`config.mk`:
```
export PLATFORM = sky130hd
export DESIGN_NAME = bcd_updown_counter
export DESIGN_NICKNAME = d
export VERILOG_FILES = /design/src/rtl/bcd_updown_counter_pkg.sv /design/src/rtl/bcd_updown_counter_digit.sv /design/src/rtl/bcd_updown_counter.sv
export SDC_FILE = /design/constraint.sdc
export NUM_CORES = 1
export LEC_CHECK = 0
export CAP_MARGIN = 20
export CORE_MARGIN = 10
export CORE_UTILIZATION = 54
export CTS_BUF_LIST = sky130_fd_sc_hd__clkbuf_4 sky130_fd_sc_hd__clkbuf_8
export DETAILED_ROUTE_END_ITERATION = 10
export HOLD_SLACK_MARGIN = 0.12
export PLACE_DENSITY = 0.95
export SETUP_SLACK_MARGIN = 0.4
export SYNTH_ARGS = -nofsm -noshare
export SYNTH_HDL_FRONTEND = slang
export SYNTH_HIERARCHICAL = 1
export SYNTH_SLANG_ARGS = --single-unit
```
`constraint.sdc`:
```
create_clock -name clock -period 6.5 [get_ports clock]
set_input_delay 0.975 -clock clock [delete_from_list [all_inputs] [get_ports clock]]
set_output_delay 0.975 -clock clock [all_outputs]
set_load 0.05 [all_outputs]
```
`src/rtl/bcd_updown_counter_pkg.sv`:
```
// Shared definitions for the cascadable BCD up/down counter: digit width
// and the terminal-value helper used by every digit cell.
package bcd_updown_counter_pkg;

  localparam int DIGIT_W = 4;

  // Terminal value is where the digit hands its enable to the next digit
  function automatic logic [DIGIT_W-1:0] terminalValue(input int modulus, input logic up);
    return up ? DIGIT_W'(modulus - 1) : '0;
  endfunction

endpackage

```
`src/rtl/bcd_updown_counter_digit.sv`:
```
// One counter digit: counts modulo MODULUS in either direction and reports
// reaching its terminal value as an enable for the next digit.
module bcd_updown_counter_digit
  import bcd_updown_counter_pkg::*;
#(
  parameter int MODULUS = 10
) (
  input  logic               clock,
  input  logic               reset,
  input  logic               ei,
  input  logic               up,
  input  logic               load,
  input  logic [DIGIT_W-1:0] d,
  output logic [DIGIT_W-1:0] q,
  output logic               eu
);

  localparam logic [DIGIT_W-1:0] MAX_VAL = DIGIT_W'(MODULUS - 1);

  logic [DIGIT_W-1:0] r_q;
  logic [DIGIT_W-1:0] w_loadVal;
  logic [DIGIT_W-1:0] w_next;
  logic               w_atTerm;

  // Out-of-range load values collapse to zero so the digit never leaves its range
  always_comb begin
    w_atTerm  = (r_q == terminalValue(MODULUS, up));
    w_loadVal = ({1'b0, d} < 5'(MODULUS)) ? d : '0;
    if (up) begin
      w_next = (r_q == MAX_VAL) ? '0 : r_q + 1'b1;
    end else begin
      w_next = (r_q == '0) ? MAX_VAL : r_q - 1'b1;
    end
  end

  always_ff @(posedge clock) begin
    if (reset) begin
      r_q <= '0;
    end else if (load) begin
      r_q <= w_loadVal;
    end else if (ei) begin
      r_q <= w_next;
    end
  end

  assign q  = r_q;
  assign eu = ei & w_atTerm;

endmodule

```
`src/rtl/bcd_updown_counter.sv`:
```
// Multi-digit cascadable up/down counter with parallel load and a sticky
// wrap flag; eu is combinational so blocks can be chained without latency.
module bcd_updown_counter
  import bcd_updown_counter_pkg::*;
#(
  parameter int DIGITS  = 4,
  parameter int MODULUS = 10
) (
  input  logic                      clock,
  input  logic                      reset,
  input  logic                      ei,
  input  logic                      up,
  input  logic                      load,
  input  logic [DIGIT_W*DIGITS-1:0] d,
  output logic                      eu,
  output logic [DIGIT_W*DIGITS-1:0] q,
  output logic                      wrap
);

  logic [DIGITS:0] w_chain;
  logic            r_wrap;

  assign w_chain[0] = ei;

  // Each digit enables the next one only while it sits at its terminal value
  for (genvar g = 0; g < DIGITS; g++) begin : gen_digit
    bcd_updown_counter_digit #(
      .MODULUS(MODULUS)
    ) u_digit (
      .clock(clock),
      .reset(reset),
      .ei   (w_chain[g]),
      .up   (up),
      .load (load),
      .d    (d[DIGIT_W*g +: DIGIT_W]),
      .q    (q[DIGIT_W*g +: DIGIT_W]),
      .eu   (w_chain[g+1])
    );
  end

  // The top digit's enable-out marks the edge on which the whole counter wraps
  always_ff @(posedge clock) begin
    if (reset) begin
      r_wrap <= 1'b0;
    end else if (load) begin
      r_wrap <= 1'b0;
    end else if (w_chain[DIGITS]) begin
      r_wrap <= 1'b1;
    end
  end

  assign wrap = r_wrap;
  assign eu   = w_chain[DIGITS] & ~reset;

endmodule

```
==> metrics.md, run 1 <==
| Metric | Value |
|---|---|
| Worst Setup Start Kind | input pin |
| Minimum clock period | approximately 5.4 ns |
| Crit-path cells | clkdlybuf4s50_1 -> buf_4 -> and2_2 -> a21oi_1 -> nor2_1 -> nand2_1 -> nor2_1 -> nand2_1 -> nor2_1 -> nand2_1 -> nor2_1 -> and2b_2 -> clkdlybuf4s50_1 |
| Die width | 71.5 microns |
| Area contributors post-synth | dfxtp_1, nor2_1, o21ai_0 |
| Crit path largest cell delay | 0.79 ns |
| I/O pins | 39 |
| GRT Overall Usage | 14.2% |
| Synth area leader | dfxtp_1 |
| GPL Wtd Cong | 0.857 |
| Final WL | 3.76 mm |
| Ys flop type | dfxtp_1 |
| Layout area overhead | 25.7% |
| Power Density | 154 nW/um^2 |
| Dpl cells | 254 |
| Via total after detailed routing | 1562 |
| Worst-margin pin slew | ~0.84 ns |
| Ant. Diodes | 0 |
| Initial antenna violation count | 0 |
| Via/cell ratio | 6.05 |
| CTS tree | yes |
| Max Fclk | 186 MHz |
| 1st-pass router iterations | 4 |
| Clock Pin Slew Worst Setup and Hold Paths | 0.10 ns |
| Crit Path Max Fanout | 24 |
| Syn Nets | 217 |
| Final HPWL DP | around 2.8 mm |
| Core area | between 2000 and 2500 sq um |
| Syn. warnings | 6 |
| P_leak | 0.000563 uW |
| Rel. slew slack | a little over two fifths |
| Worst-Skew Late Latency | 0.29 ns |
| H-tree depth | 1 |
| Layout Skew | 0.00717 ns |
| Synthesized area | ~1400 sq um |
| Initial Utilization | 57.4% |
| Final period utilization | 82.7% |
| Hold Vio Cnt, Final | 0 |
| M2 GR Usage | approximately 25% |
| EDFF count, synth | 0 |
| Hold Buf Count CTS | 0 |
| Total negative setup slack | 0 ns |
| Fill cells | 198 |
| Vias in the first global route | 1518 |
| Iter 0 DRT Violations | 212 |
| PortBufs | 38 |
| Yosys top cell area share | 23.7% |
| Final Max Tran Viols | 0 |
| Synth top cells by count | nor2_1, dfxtp_1, o21ai_0 |
| Cts repair resizes | 0 |
| Busiest grt layer | met2 |
| Nets | 250 |
| RSZ-0062 raised after global routing | false |
| Max Cap Violations | 0 |
| Worst hold path class | reg2reg |
| Avg Inst Size Synth | between 7 and 8 sq um |
| Data required, critical path | 5.52 ns |
| Fin cells | 258 |
| Count of cell types in the netlist | 26 |
| Residual DRC count | 0 |
| Worst Path Arrival | 4.40 ns |
| Row cnt | 18 |
| Syn Inst Count | 196 |
| Most frequent CP cell | nor2_1 |
| Die area | 5120 sq um |
| Largest net degree at the start of global routing | 38 |
| Outcome | finished, final reports clean |
| Setup violators final | 0 |
| Layout cell share with drive strength beyond 1 | roughly 8.3% |
| Drt wl/cell | ~15 microns |
| Ys async rst share | 0% |
| # Post-CTS Setup Buffers | 0 |
| Clock root buffer | clkbuf_4 |
| Met3 Usage GRT | 4.13% |
| Crit Path Class | in2out |
| CP max stage cell | clkdlybuf4s50_1 |
| Register area share after synthesis | 23.7% |
| First-pass GRT wire length | 6.33 mm |
| Top-count cell post-synth | nor2_1 |
| Die height | approximately 72 microns |
| CTS Buf Count | 3 |
| Clock tree buffer depth | 2 |
| #FFs+latches synth | 17 |
| VDD IR-drop max | between 0.0001 and 0.00015 V |
| Post-route ant nets | 0 |
| GR Util met1 | 15.7% |
| Final Util | 72.1% |
| Clk sink count | 17 |
| Critical Path End Type | output pin |
| Overflow after GRT | 0 |
==> path summary, 6_finish.rpt <==
kind	cells past startpoint	from	endpoint	slack (ns)
setup / recovery	13	up	eu	1.13
hold / removal	2	wrap	wrap	0.51
setup reg to reg	10	gen_digit[0].u_digit/q[0]	gen_digit[3].u_digit/q[3]	3.60
hold reg to reg	2	wrap	wrap	0.51
==> cells by family (layout without fill, tap and decap cells) <==
logic type	Yosys count	in the layout	share of synthesized area, %
compound gates	44	44	20.9
xor+xnor	8	8	4.89
flops	17	17	23.7
buf+inv	16	48	7.68
simple gates	111	111	42.8
==> cell type report <==
cell class                 count  area, sq um  area share [%]
clock buffer                   4         30.0            1.67
inverter                       4         15.0           0.833
multi-input combinational    163          983            54.6
sequential                    17          340            18.9
tap                           30         37.5            2.08
timing repair buffer          40          395            21.9
==> power breakdown <==
group	leakage, uW	switching (uW)	internal, uW
clock	0.0000184	33.9	28.0
sequential	0.000139	12.5	110
combinational	0.000405	52.2	40.6
==> layout by cell type (no fill, tap or decap) <==
| cell type | synthesis | final |
|---|---|---|
| and2_2 | 4 | 4 |
| o41ai_1 | 4 | 4 |
| dfxtp_1 | 17 | 17 |
| buf_4 | 4 | 2 |
| and2b_2 | 1 | 1 |
| nand2_1 | 8 | 8 |
| nor4_1 | 4 | 4 |
| a31oi_1 | 8 | 8 |
| a22oi_2 | 4 | 4 |
| o21ai_0 | 16 | 16 |
| nor2_1 | 33 | 33 |
| inv_1 | 4 | 4 |
| a211o_1 | 4 | 4 |
| or4_1 | 8 | 8 |
| and3_4 | 4 | 4 |
| nand2b_1 | 8 | 8 |
| nand3_1 | 12 | 12 |
| nor3b_1 | 4 | 4 |
| clkdlybuf4s50_1 | 0 | 38 |
| xnor2_1 | 8 | 8 |
| clkbuf_4 | 0 | 4 |
| a211oi_1 | 4 | 4 |
| nand3b_1 | 8 | 8 |
| nand4_1 | 4 | 4 |
| a21oi_1 | 4 | 4 |
| nor3_1 | 13 | 13 |
==> through the flow <==
stage | cell area [sq um] | worst slack, ns | power [uW] | hold WS [ns]
after floorplan | 1430 | 2.77 | 184 | 0.700
after detailed placement | 1770 | 1.18 | 217 | 0.494
final | 1800 | 1.13 | 277 | 0.513
after global placement | 1770 | 1.27 | 215 | 0.486
after CTS | 1800 | 1.13 | 279 | 0.512
after global routing | 1800 | 0.826 | 291 | 0.587
==> flip-flops by register name (all words and copies together), names as in the netlist <==
register and cells:
gen_digit.u_digit/q 16, wrap 1
==> routing by layer <==
| layer | up-vias | part of all wire (%) |
|---|---|---|
| li1 | 789 | - |
| met1 | 697 | 42 |
| met2 | 70 | 49 |
| met3 | 6 | 7.8 |
| met4 | 0 | 0.82 |
| met5 | - | 0 |
==> critical path: cells and delay by family <==
family | cells | cell delay [ns]
compound gates | 1 | 0.07
buf+inv | 3 | 1.49
simple gates | 9 | 1.86
Power figures use the tool's default switching activity.
==> run 2: changes to the inputs <==
--- a/config.mk
+++ b/config.mk
@@ -7,11 +7,11 @@
 export LEC_CHECK = 0
 export CAP_MARGIN = 20
 export CORE_MARGIN = 10
-export CORE_UTILIZATION = 54
+export CORE_UTILIZATION = 45
 export CTS_BUF_LIST = sky130_fd_sc_hd__clkbuf_4 sky130_fd_sc_hd__clkbuf_8
 export DETAILED_ROUTE_END_ITERATION = 10
 export HOLD_SLACK_MARGIN = 0.12
-export PLACE_DENSITY = 0.95
+export PLACE_DENSITY = 0.87
 export SETUP_SLACK_MARGIN = 0.4
 export SYNTH_ARGS = -nofsm -noshare
 export SYNTH_HDL_FRONTEND = slang
==> constraint.sdc (replaced) <==
create_clock -name clock -period 4.5 [get_ports clock]
set_input_delay 0.675 -clock clock [delete_from_list [all_inputs] [get_ports clock]]
set_output_delay 0.675 -clock clock [all_outputs]
set_load 0.05 [all_outputs]
==> metrics.md, run 2 (synthesis gave the netlist of run 1 again) <==
| Metric | Value |
|---|---|
| Worst reg2reg startpoint | gen_digit[0].u_digit/q[0] (unchanged) |
| Layout Skew | 0.0102 ns (was 0.00717 ns) |
| Cts repair resizes | 0 (unchanged) |
| Clock Pin Slew Worst Setup and Hold Paths | 0.12 ns (was 0.10 ns) |
| Crit path largest cell delay | 0.42 ns (was 0.79 ns) |
| Data required, critical path | 3.83 ns (was 5.52 ns) |
| NetSw | 146 uW (was 98.6 uW) |
| Final Max Tran Viols | 0 (unchanged) |
| Hold path cells | 2 (unchanged) |
| CTS tree | yes (unchanged) |
| Via total after detailed routing | 1560 (was 1562) |
| Clk sink count | 17 (unchanged) |
| RSZ-0062 raised after global routing | false (unchanged) |
| Initial antenna violation count | 0 (unchanged) |
| Sequential Power Share | 43.6% (was 44.1%) |
| Final period utilization | roughly 85% |
| GPL Wtd Cong | 0.831 (was 0.857) |
| Worst Setup Start Kind | input pin (unchanged) |
| Crit path buf inv count | 4 (was 3) |
| 1st-pass router iterations | 4 (unchanged) |
| Die width | 76.5 microns (was 71.5 microns) |
| Row cnt | 20 (was 18) |
| Final WL | 3.70 mm (was 3.76 mm) |
| P_leak | 0.000578 uW (was 0.000563 uW) |
| Total Power | 405 uW (was 277 uW) |
| Initial Utilization | 47.0% (was 57.4%) |
| # Post-CTS Setup Buffers | 0 (unchanged) |
| Die height | 76.5 microns (was 71.5 microns) |
| PortBufs | 38 (unchanged) |
| Final HPWL DP | 2.79 mm (was 2.76 mm) |
| Residual DRC count | 0 (unchanged) |
| CP max stage cell | clkdlybuf4s50_1 (unchanged) |
| Crit-path cells | clkdlybuf4s50_1 -> buf_4 -> nor3_1 -> a21oi_1 -> nor2_1 -> nand2_1 -> nor2_1 -> buf_4 -> nand2_1 -> nor2_2 -> nand2_1 -> nor2_1 -> and2b_2 -> buf_12 (was clkdlybuf4s50_1 -> buf_4 -> and2_2 -> a21oi_1 -> nor2_1 -> nand2_1 -> nor2_1 -> nand2_1 -> nor2_1 -> nand2_1 -> nor2_1 -> and2b_2 -> clkdlybuf4s50_1) |
| Hold Path End | wrap (unchanged) |
| Setup violators final | 0 (unchanged) |
| Hold Buf Count CTS | 0 (unchanged) |
| Overflow after GRT | 0 (unchanged) |
| Nets | 252 (was 250) |
| Most frequent cells in the layout | clkdlybuf4s50_1, nor2_1, dfxtp_1 (unchanged) |
| H-tree depth | 1 (unchanged) |
| Ant. Diodes | 0 (unchanged) |
| Outcome | finished, final reports clean (unchanged) |
| Combinational share of power | 33.2% (was 33.5%) |
| Crit. Startpoint | up (unchanged) |
| Clock tree buffer depth | 2 (unchanged) |
| Max reg flops | 16 (unchanged) |
| Largest net degree at the start of global routing | 27 (was 38) |
| Crit path max-delay family | simple AND/OR/NAND/NOR gates (unchanged) |
| Worst Path Arrival | 3.16 ns (was 4.40 ns) |
| Iter 0 DRT Violations | 110 (was 212) |
| Max Cap Violations | 0 (unchanged) |
| Crit Path Class | in2out (unchanged) |
| Clock root buffer | clkbuf_4 (unchanged) |
| Power Density | 219 nW/um^2 (was 154 nW/um^2) |
| Final Util | 60.5% (was 72.1%) |
| CTS Buf Count | 3 (unchanged) |
| Reg2Reg Depth | 11 (was 10) |
| Pint | 259 uW (was 178 uW) |
| Fill cells | 299 (was 198) |
| Total negative setup slack | 0 ns (unchanged) |
| Minimum clock period | 3.83 ns |
| Start point of the worst hold path | wrap (unchanged) |
| Core area | 3050 sq um (was 2500 sq um) |
| Most common cell after layout, fill and taps aside | clkdlybuf4s50_1 (unchanged) |
| Die area | 5840 sq um (was 5120 sq um) |
| Layout area overhead | 28.8% (was 25.7%) |
| Via/cell ratio | 5.69 (was 6.05) |
| Switching portion of total power | 36.1% (was 35.6%) |
| RR Endpoint | gen_digit[3].u_digit/q[3] (unchanged) |
| Max Fclk | between 200 and 300 MHz |
| Post-route ant nets | 0 (unchanged) |
| I/O pins | 39 (unchanged) |
| Worst-margin pin slew | 0.604 ns (was 0.838 ns) |
| Vias in the first global route | 1402 (was 1518) |
| GRT Overall Usage | 12.4% (was 14.2%) |
| Hold Vio Cnt, Final | 0 (unchanged) |
| Drt wl/cell | 13.5 microns (was 14.6 microns) |
| Clk pwr share | 23.2% (was 22.3%) |
| Worst-Skew Late Latency | 0.30 ns (was 0.29 ns) |
| Rel. slew slack | 59.6% (was 44.0%) |
| Layout cell share with drive strength beyond 1 | 10.0% (was 8.33%) |
| First-pass GRT wire length | 6.31 mm (was 6.33 mm) |
| VDD IR-drop max | 0.000127 V (was 0.000114 V) |
| Flop2flop setup slack | 1.82 ns (was 3.60 ns) |
| Crit Path Max Fanout | 23 (was 24) |
| Critical Path End Type | output pin (unchanged) |
| Worst hold path class | reg2reg (unchanged) |
run 2: cell count changes in the layout (fill, tap and decap cells not counted):
cell / delta
buf_4: +2
nor2_1: -1
nor2_2: +1
buf_12: +1
clkdlybuf4s50_1: -1
run 2: worst min-delay path, delay by kind of cell, from the launching register on:
family	cells	cell delay [ns]
DFF	1	0.33
and+or+nand+nor	2	0.16
run 2: worst max-delay path by stage:
stage                     slack (ns)  depth (start not counted)  to
final                           0.67                         14  eu
after global routing            0.43                         14  eu
after CTS                       0.55                         14  eu
after detailed placement        0.57                         14  eu
after global placement          0.70                         14  eu
after floorplan                 1.19                         10  eu
run 2: final cells by class:
type / count / area (sq um) / area share (%)
clock buffers: 4 / 30.0 / 1.63
inverters: 4 / 15.0 / 0.813
multi-input cells: 163 / 986 / 53.4
flip-flops and latches: 17 / 340 / 18.4
well taps: 44 / 55.1 / 2.98
repair buffers: 42 / 420 / 22.8
run 2: metrics by stage:
stage | area (sq um) | setup WS, ns | instances | hold slack (ns)
after floorplan | 1430 | 1.19 | 196 | 0.700
after global placement | 1810 | 0.704 | 270 | 0.484
after detailed placement | 1810 | 0.571 | 270 | 0.497
after CTS | 1840 | 0.547 | 274 | 0.522
after global routing | 1850 | 0.429 | 274 | 0.536
final | 1850 | 0.669 | 274 | 0.524
run 2: layer usage:
metal	part of all wire [%]	wire length (microns)	track usage [%]	up-vias
li1	-	-	-	796
met1	46	1720	15.1	723
met2	49	1800	20.7	37
met3	3.8	139	2.59	4
met4	1.3	49	4.46	0
met5	0	0	0	-
run 2: power groups by stage:
stage | Sequential (uW) | Combinational, uW | Clock, uW
after global routing | 179 | 146 | 103
after floorplan | 197 | 68.1 | 0
final | 176 | 134 | 94.1
after detailed placement | 180 | 134 | 0
after CTS | 176 | 135 | 96.3
after global placement | 179 | 133 | 0
